$ cat config.mk
export PLATFORM = sky130hd
export DESIGN_NAME = seg_adder
export DESIGN_NICKNAME = d
export VERILOG_FILES = /design/src/rtl/seg_adder_pkg.sv /design/src/rtl/seg_adder_add_chunk.sv /design/src/rtl/seg_adder.sv
export SDC_FILE = /design/constraint.sdc
export NUM_CORES = 1
export LEC_CHECK = 0
export BUFFER_PORTS_ARGS = -buffer_cell sky130_fd_sc_hd__buf_2
export CORE_ASPECT_RATIO = 1.4
export CORE_UTILIZATION = 59
export DETAILED_ROUTE_END_ITERATION = 12
export PLACE_DENSITY = 0.95
export SKIP_LAST_GASP = 1
export SYNTH_ARGS = -nofsm -noshare
export SYNTH_HDL_FRONTEND = slang
export SYNTH_SLANG_ARGS = --single-unit
$ cat constraint.sdc
create_clock -name clk -period 5.5 [get_ports clk]
set_clock_uncertainty 0.15 [all_clocks]
set_input_delay 0.55 -clock clk [delete_from_list [all_inputs] [get_ports clk]]
set_output_delay 0.55 -clock clk [all_outputs]
set_load 0.01 [all_outputs]
$ cat src/rtl/seg_adder_pkg.sv
// seg_adder_pkg
//   Shared types and helpers for the segmented adder/subtractor.
//   - state_e     : controller states (IDLE, RUN, DONE)
//   - chunk_count : number of K-bit chunks in an N-bit operand
//   - cnt_width   : width of the chunk counter, never less than one bit
package seg_adder_pkg;

    typedef enum logic [1:0] {
        IDLE = 2'd0,
        RUN  = 2'd1,
        DONE = 2'd2
    } state_e;

    // A non-positive K is rejected at elaboration by the top level. Guarding
    // the division here keeps constant evaluation from dividing by zero first.
    function automatic int chunk_count(input int n, input int k);
        return (k < 1) ? 1 : (n / k);
    endfunction

    function automatic int cnt_width(input int chunks);
        return (chunks > 1) ? $clog2(chunks) : 1;
    endfunction

endpackage

$ cat src/rtl/seg_adder_add_chunk.sv
// add_chunk
//   Combinational K-bit ripple-carry adder; the width-generic form of the
//   original 4-bit adder. One instance is shared across all chunks.
//   Ports:
//     a, b : K-bit addends
//     cin  : carry in
//     sum  : K-bit sum
//     cout : carry out of the top bit
module add_chunk #(
    parameter int K = 4
) (
    input  logic [K-1:0] a,
    input  logic [K-1:0] b,
    input  logic         cin,
    output logic [K-1:0] sum,
    output logic         cout
);

    logic [K:0] carry;

    always_comb begin
        sum      = '0;
        carry    = '0;
        carry[0] = cin;
        for (int i = 0; i < K; i++) begin
            sum[i]     = a[i] ^ b[i] ^ carry[i];
            carry[i+1] = (a[i] & b[i]) | (carry[i] & (a[i] ^ b[i]));
        end
        cout = carry[K];
    end

endmodule

$ cat src/rtl/seg_adder.sv
// seg_adder
//   Multi-cycle adder/subtractor. An N-bit operation runs K bits per clock,
//   LSB chunk first, through one shared add_chunk instance. Subtraction is
//   done as x + ~y + ~ci, so cu reads as "no borrow" in subtract mode.
//   Ports:
//     clk   : rising-edge clock
//     rst   : asynchronous active-high reset
//     start : request, sampled only when not busy (IDLE or DONE)
//     sub   : 0 = add, 1 = subtract; sampled with start
//     x, y  : N-bit operands; sampled with start
//     ci    : carry-in / borrow-in; sampled with start
//     busy  : operation in progress
//     done  : one-cycle pulse after the result registers update
//     s     : registered N-bit result
//     cu    : carry-out (add) or no-borrow (sub)
//     ov    : two's-complement signed overflow
module seg_adder
    import seg_adder_pkg::*;
#(
    parameter int N = 16,
    parameter int K = 4
) (
    input  logic         clk,
    input  logic         rst,
    input  logic         start,
    input  logic         sub,
    input  logic [N-1:0] x,
    input  logic [N-1:0] y,
    input  logic         ci,
    output logic         busy,
    output logic         done,
    output logic [N-1:0] s,
    output logic         cu,
    output logic         ov
);

    localparam int CHUNKS = chunk_count(N, K);
    localparam int CW     = cnt_width(CHUNKS);
    localparam logic [CW-1:0] LAST = CW'(CHUNKS - 1);

    generate
        if (K < 1 || (N % K) != 0) begin : g_bad_param
            $error("seg_adder: N must be a positive multiple of K");
        end
    endgenerate

    state_e        state_q, state_d;
    logic [CW-1:0] cnt_q, cnt_d;
    // Operand registers shift right one chunk per RUN edge, so the active
    // chunk always sits in bits [K-1:0]. On the last chunk those bits hold the
    // original operand MSB chunk, which is what the overflow rule needs.
    logic [N-1:0]  xa_q, xa_d;
    logic [N-1:0]  ya_q, ya_d;
    logic          c_q, c_d;
    logic [N-1:0]  acc_q, acc_d;
    logic [N-1:0]  s_q, s_d;
    logic          cu_q, cu_d;
    logic          ov_q, ov_d;

    logic [K-1:0]  sum_ch;
    logic          cout_ch;
    logic [N+K-1:0] acc_cat;
    logic [N-1:0]  acc_new;

    add_chunk #(.K(K)) u_add_chunk (
        .a    (xa_q[K-1:0]),
        .b    (ya_q[K-1:0]),
        .cin  (c_q),
        .sum  (sum_ch),
        .cout (cout_ch)
    );

    // The fresh chunk enters the accumulator from the top; after CHUNKS
    // shifts chunk 0 has reached bits [K-1:0]. This also covers K == N.
    always_comb begin
        acc_cat = {sum_ch, acc_q};
        acc_new = acc_cat[N+K-1:K];
    end

    always_comb begin
        state_d = state_q;
        cnt_d   = cnt_q;
        xa_d    = xa_q;
        ya_d    = ya_q;
        c_d     = c_q;
        acc_d   = acc_q;
        s_d     = s_q;
        cu_d    = cu_q;
        ov_d    = ov_q;

        case (state_q)
            IDLE, DONE: begin
                state_d = IDLE;
                if (start) begin
                    xa_d    = x;
                    ya_d    = sub ? ~y : y;
                    c_d     = sub ? ~ci : ci;
                    cnt_d   = '0;
                    state_d = RUN;
                end
            end
            RUN: begin
                c_d   = cout_ch;
                acc_d = acc_new;
                xa_d  = xa_q >> K;
                ya_d  = ya_q >> K;
                cnt_d = cnt_q + CW'(1);
                if (cnt_q == LAST) begin
                    s_d     = acc_new;
                    cu_d    = cout_ch;
                    ov_d    = (xa_q[K-1] == ya_q[K-1]) && (sum_ch[K-1] != xa_q[K-1]);
                    cnt_d   = '0;
                    state_d = DONE;
                end
            end
            default: begin
                state_d = IDLE;
            end
        endcase
    end

    always_ff @(posedge clk or posedge rst) begin
        if (rst) begin
            state_q <= IDLE;
            cnt_q   <= '0;
            xa_q    <= '0;
            ya_q    <= '0;
            c_q     <= 1'b0;
            acc_q   <= '0;
            s_q     <= '0;
            cu_q    <= 1'b0;
            ov_q    <= 1'b0;
        end else begin
            state_q <= state_d;
            cnt_q   <= cnt_d;
            xa_q    <= xa_d;
            ya_q    <= ya_d;
            c_q     <= c_d;
            acc_q   <= acc_d;
            s_q     <= s_d;
            cu_q    <= cu_d;
            ov_q    <= ov_d;
        end
    end

    assign busy = (state_q == RUN);
    assign done = (state_q == DONE);
    assign s    = s_q;
    assign cu   = cu_q;
    assign ov   = ov_q;

endmodule

======== Word-level counts from Yosys, hierarchy flattened ========
Cells that the tools add are included.
operators by class
  mux-type cells .......................... 14
  $add $sub $neg .......................... 1
  eq/ne operators ......................... 7
  bitwise gates (word level) .............. 22
  reduce and logical (&&, ||, !) cells .... 6
operator list
  cell                                                   number
  one-hot mux 16 bit (2 select lines)                    2
  2-to-1 mux 16 bit                                      3
  NOT 16 bit                                             1
  bitwise AND 1 bit                                      8
  one-hot mux 2 bit (2 select lines)                     2
  XOR 1 bit                                              8
  2-to-1 mux 2 bit                                       3
  equality test 2 bit, second input constant             2
  OR 1 bit                                               4
  AND reduction 2 bit                                    2
  2-to-1 mux 1 bit                                       3
  adder 2 x 1 -> 2 bit, second input constant            1
  equality test 2 x 1 -> 1 bit, second input constant    1
  logical NOT 2 bit                                      1
  inequality test 2 x 1 -> 1 bit, second input constant  1
  inequality test 2 bit, second input constant           1
  one-hot mux 1 bit (2 select lines)                     1
  nonzero test 2 bit                                     1
  OR reduction 2 bit                                     1
  equality test 1 bit                                    1
  logical AND 1 bit                                      1
  inequality test 1 bit                                  1
  NOT 1 bit                                              1
storage, ports and cells
  word-level logic and storage cells ...... 59
  input port bits ......................... 37
  output and inout bits ................... 20
  register bits ........................... 71

======== Longest topological paths before layout ========
  depth after elaboration ................. 10
  depth in mapped cells ................... 9
  mapped depth without buffers ............ 9

======== By module ========
From an unflattened synthesis, not the netlist that was laid out.
second synthesis, totals
  cell total of the unflattened synthesis .. 258
  area, all modules ....................... 2,959.1 µm²
modules (own cells, without submodules)
  module     seq. area each (µm²)  area each (µm²)  instances  cells an instance
  seg_adder  1,676.6               2,841.5          1          244
  add_chunk  0.0                   117.6            1          14

======== Worst setup path before layout ========
No wires, ideal clock.
  kind .................................... register -> register
  start point ............................. register c_q
  end point ............................... register ov_q (netlist: ov)
  period minus slack after synthesis ...... 2,446 ps
  arrival time ............................ 2,201 ps
  required time ........................... 5,255 ps
  buffers on the path ..................... 0
  setup slack ............................. 3,054 ps
  cell stages (with the launch flop) ...... 10
  library setup time ...................... 95 ps
  cell sequence ........................... dfrtp_1 fa_1 inv_1 fa_1 inv_1 fa_1 inv_1 fa_1 xor2_1 o31ai_1
on the way
  cells in the longest elaborated chain, start to end .. 9
ends and longest elaborated chain
  element                 line                       source
  start, declared         seg_adder.sv:54            logic c_q, c_d;
  start signal, assigned  seg_adder.sv:128           c_q <= 1'b0;
  start signal, assigned  seg_adder.sv:138           c_q <= c_d;
  bitwise AND 1 bit       seg_adder_add_chunk.sv:27  carry[i+1] = (a[i] & b[i]) | (carry[i] & (a[i] ^ b[i]));
  OR 1 bit                seg_adder_add_chunk.sv:27
  bitwise AND 1 bit       seg_adder_add_chunk.sv:27
  OR 1 bit                seg_adder_add_chunk.sv:27
  bitwise AND 1 bit       seg_adder_add_chunk.sv:27
  OR 1 bit                seg_adder_add_chunk.sv:27
  XOR 1 bit               seg_adder_add_chunk.sv:26  sum[i] = a[i] ^ b[i] ^ carry[i];
  inequality test 1 bit   seg_adder.sv:111           ov_d = (xa_q[K-1] == ya_q[K-1]) && (sum_ch[K-1] != xa_q[K-1]);
  logical AND 1 bit       seg_adder.sv:111
  end signal, assigned    seg_adder.sv:142           ov_q <= ov_d;
  end, declared           seg_adder.sv:58            logic ov_q, ov_d;
No other way between the ends.
A chain may end at the register's enable or synchronous reset.

======== Final worst setup path ========
  start point ............................. register state_q[1]
  end point ............................... output busy
on the way
  cells in the longest elaborated chain, start to end .. 1
ends and longest elaborated chain
  element                       line              source
  start, declared               seg_adder.sv:47   state_e state_q, state_d;
  start signal, assigned        seg_adder.sv:134  state_q <= state_d;
  equality test 2 x 1 -> 1 bit  seg_adder.sv:146  assign busy = (state_q == RUN);
  end, declared                 seg_adder.sv:30   output logic busy,
No other way between the ends.

==> reports/metrics.csv <==
metric;value;unit
status;finished, final reports clean;
seq_area_frac_synth;0.576;
endpoint_kind;primary output;
vdd_ir_drop_max;347;uV
postCtsSetupBuffers;0;
grt-ovfl-total;0;
synth_area;0.00291;mm2
slew_headroom;0.342;
cp.required;4.80;ns
cap_violations;0;
die_area;0.00522;mm2
grtUsageTotal;0.240;
sw_frac_of_total;0.366;
rsz0062_at_grt;no;
ys_types;26;
cts_root_buf;clkbuf_8;
finalCritPeriodShare;0.556;
gp_congestion;0.743;
path_max_fanout;39;
maxSlewViolCount;0;
min_path_type;in -> reg;
synth_flop_cell;dfrtp_1;
synth.avg_cell_area;11.5;um2
hold_buffers;0;
final_cell_area;0.00338;mm2
detail-route-antenna-nets;0;
cts-resized-gates;0;
initial_core_util;0.626;
cts_tree;yes;
p_int;1.29;mW
yosysWarnings;0;
antenna_found_initial;0;
dieHeight;85.1;um
insertion_delay;0.35;ns
synth_edf_count;0;
syn-num-nets;296;
first_pass_iters;4;
finalSetupTns;0;ns
arrival;2.36;ns
io_pins;57;
hold_viol_final;0;
period_needed;3.06;ns
pwr-share-seq;0.425;
grt_max_degree;68;
clk_path_buf_depth;2;
pwr-share-comb;0.374;
coreArea;0.00464;mm2
totalWireLength;5540;um
cp-start-kind;flip-flop;
grt_pass1_wl;8860;um
cts_max_level;3;
fp.dieW;61.3;um
rows;29;
power.total;2.03;mW
dp_hpwl;3750;um
routed_via_density;5.51;
drcViolationCount;0;
syn_to_final_growth;16.2;%
power_leakage;1.71;nW
clkPwrFrac;0.200;
nets;347;
postPlaceCellArea;0.00319;mm2
n_antenna_cell;0;
async_reset_ff_frac;1.00;
drt_iter0_drc;90;
setup_viol;0;
port-buffer-count;56;
cts_buffers;9;
worst_pin_slew;0.988;ns
clk_pin_slew;0.06;ns
syn-instance-count;253;
timing.fmax;327;MHz
wl_per_cell;15.0;um
path_class;reg -> out;
synth_seq_cells;67;
cts_sinks;67;
drive_gt1_frac;0.289;
vias;2037;
grt_pass1_vias;1944;
power_density;601;mW/mm2
switching_power;0.743;mW
==> per-stage QoR <==
| stage | util | worst slack, ns | hold WS, ns | instances |
|---|---|---|---|---|
| CTS | 0.728 | 2.44 | 0.261 | 370 |
| finish | 0.728 | 2.44 | 0.273 | 370 |
| floorplan | - | 3.05 | 0.292 | 253 |
| global placement | 0.686 | 2.71 | 0.308 | 355 |
| detailed placement | 0.686 | 2.56 | 0.316 | 355 |
| global route | 0.728 | 2.26 | 0.267 | 370 |
==> flip-flops by register name, indices dropped and copies added, names as in the netlist <==
name and count:
xa_q 16, ya_q 16, cu 1, acc_q 12, c_q 1, cnt_q 2, state_q 2, s 16
ov 1
==> layout by cell type, fill, tap and decap left out, types with 2 or more instances in the layout <==
master / instances
a221o_1: 14
nand2b_1: 2
buf_2: 56
ha_1: 2
o21ai_0: 6
inv_1: 8
nor2_1: 13
clkbuf_8: 11
buf_4: 2
inv_2: 2
nor3_1: 3
mux2_2: 14
fa_1: 4
a22oi_1: 10
nand3_1: 11
xnor2_1: 13
xor2_1: 5
dfrtp_1: 67
nand2_1: 46
a22o_1: 9
clkbuf_1: 2
==> cell usage after synthesis, types with 2 or more instances <==
master,count,area share
buf_4,4,0.010
a22oi_1,10,0.026
fa_1,4,0.028
dfrtp_1,67,0.58
xor2_1,5,0.015
nor2_1,13,0.017
o21ai_0,6,0.010
nand3_1,11,0.019
nor3_1,3,0.0052
buf_2,11,0.019
a221o_1,14,0.048
nand2_1,46,0.059
clkbuf_1,3,0.0039
a22o_1,9,0.027
ha_1,2,0.0086
mux2_2,14,0.054
nand2b_1,2,0.0043
inv_1,9,0.012
xnor2_1,13,0.039
==> final timing paths <==
| check | start | end | slack [ns] | depth (start not counted) |
|---|---|---|---|---|
| max | state_q[1] | busy | 2.44 | 3 |
| min | x[6] | xa_q[6] | 0.27 | 3 |
| max reg2reg | state_q[0] | ya_q[13] | 2.53 | 5 |
| min reg2reg | s[15] | s[15] | 0.33 | 2 |
| max in group asynchronous | rst | xa_q[8] | 4.40 | 3 |
| min in group asynchronous | rst | s[12] | 0.29 | 3 |
==> worst max-delay path: stages (launching register included) <==
cell and delay, ns:
dfrtp_1 0.38, nand2b_1 0.60, inv_2 0.74, buf_2 0.26
==> per-layer routing <==
metal,vias up,GRT usage,routed length [um]
met5,-,0,0
met4,0,0.107,79
met3,9,0.0671,299
met2,70,0.379,2870
met1,993,0.303,2290
li1,965,-,-
==> layout make-up <==
class,count,area [um2]
Inverter,10,37.5
Sequential cell,67,1680
Multi-Input combinational cell,158,1100
Fill cell,348,1260
Tap cell,62,77.6
Clock buffer,13,159
Timing Repair Buffer,58,295
Clock inverter,2,35.0
==> power groups by stage <==
stage          Clock, mW  Combinational, mW  Sequential (mW)
6_report           0.407              0.760            0.863
5_1_grt            0.435              0.857            0.892
4_1_cts            0.412              0.773            0.864
3_5_place_dp           0              0.769            0.872
3_3_place_gp           0              0.726            0.853
2_1_floorplan          0              0.563            0.862
==> cell families after synthesis <==
logic type                 count (synthesis)  synth area share
and+or+nand+nor                           78             0.114
DFF                                       67             0.576
AOI/OAI and AO/OA                         42             0.120
buffers and inverters                     28            0.0460
xor gates and xnor gates                  18            0.0542
muxes                                     14            0.0542
adders and majority gates                  6            0.0361
Note: power is estimated with default switching activity, not from simulation.
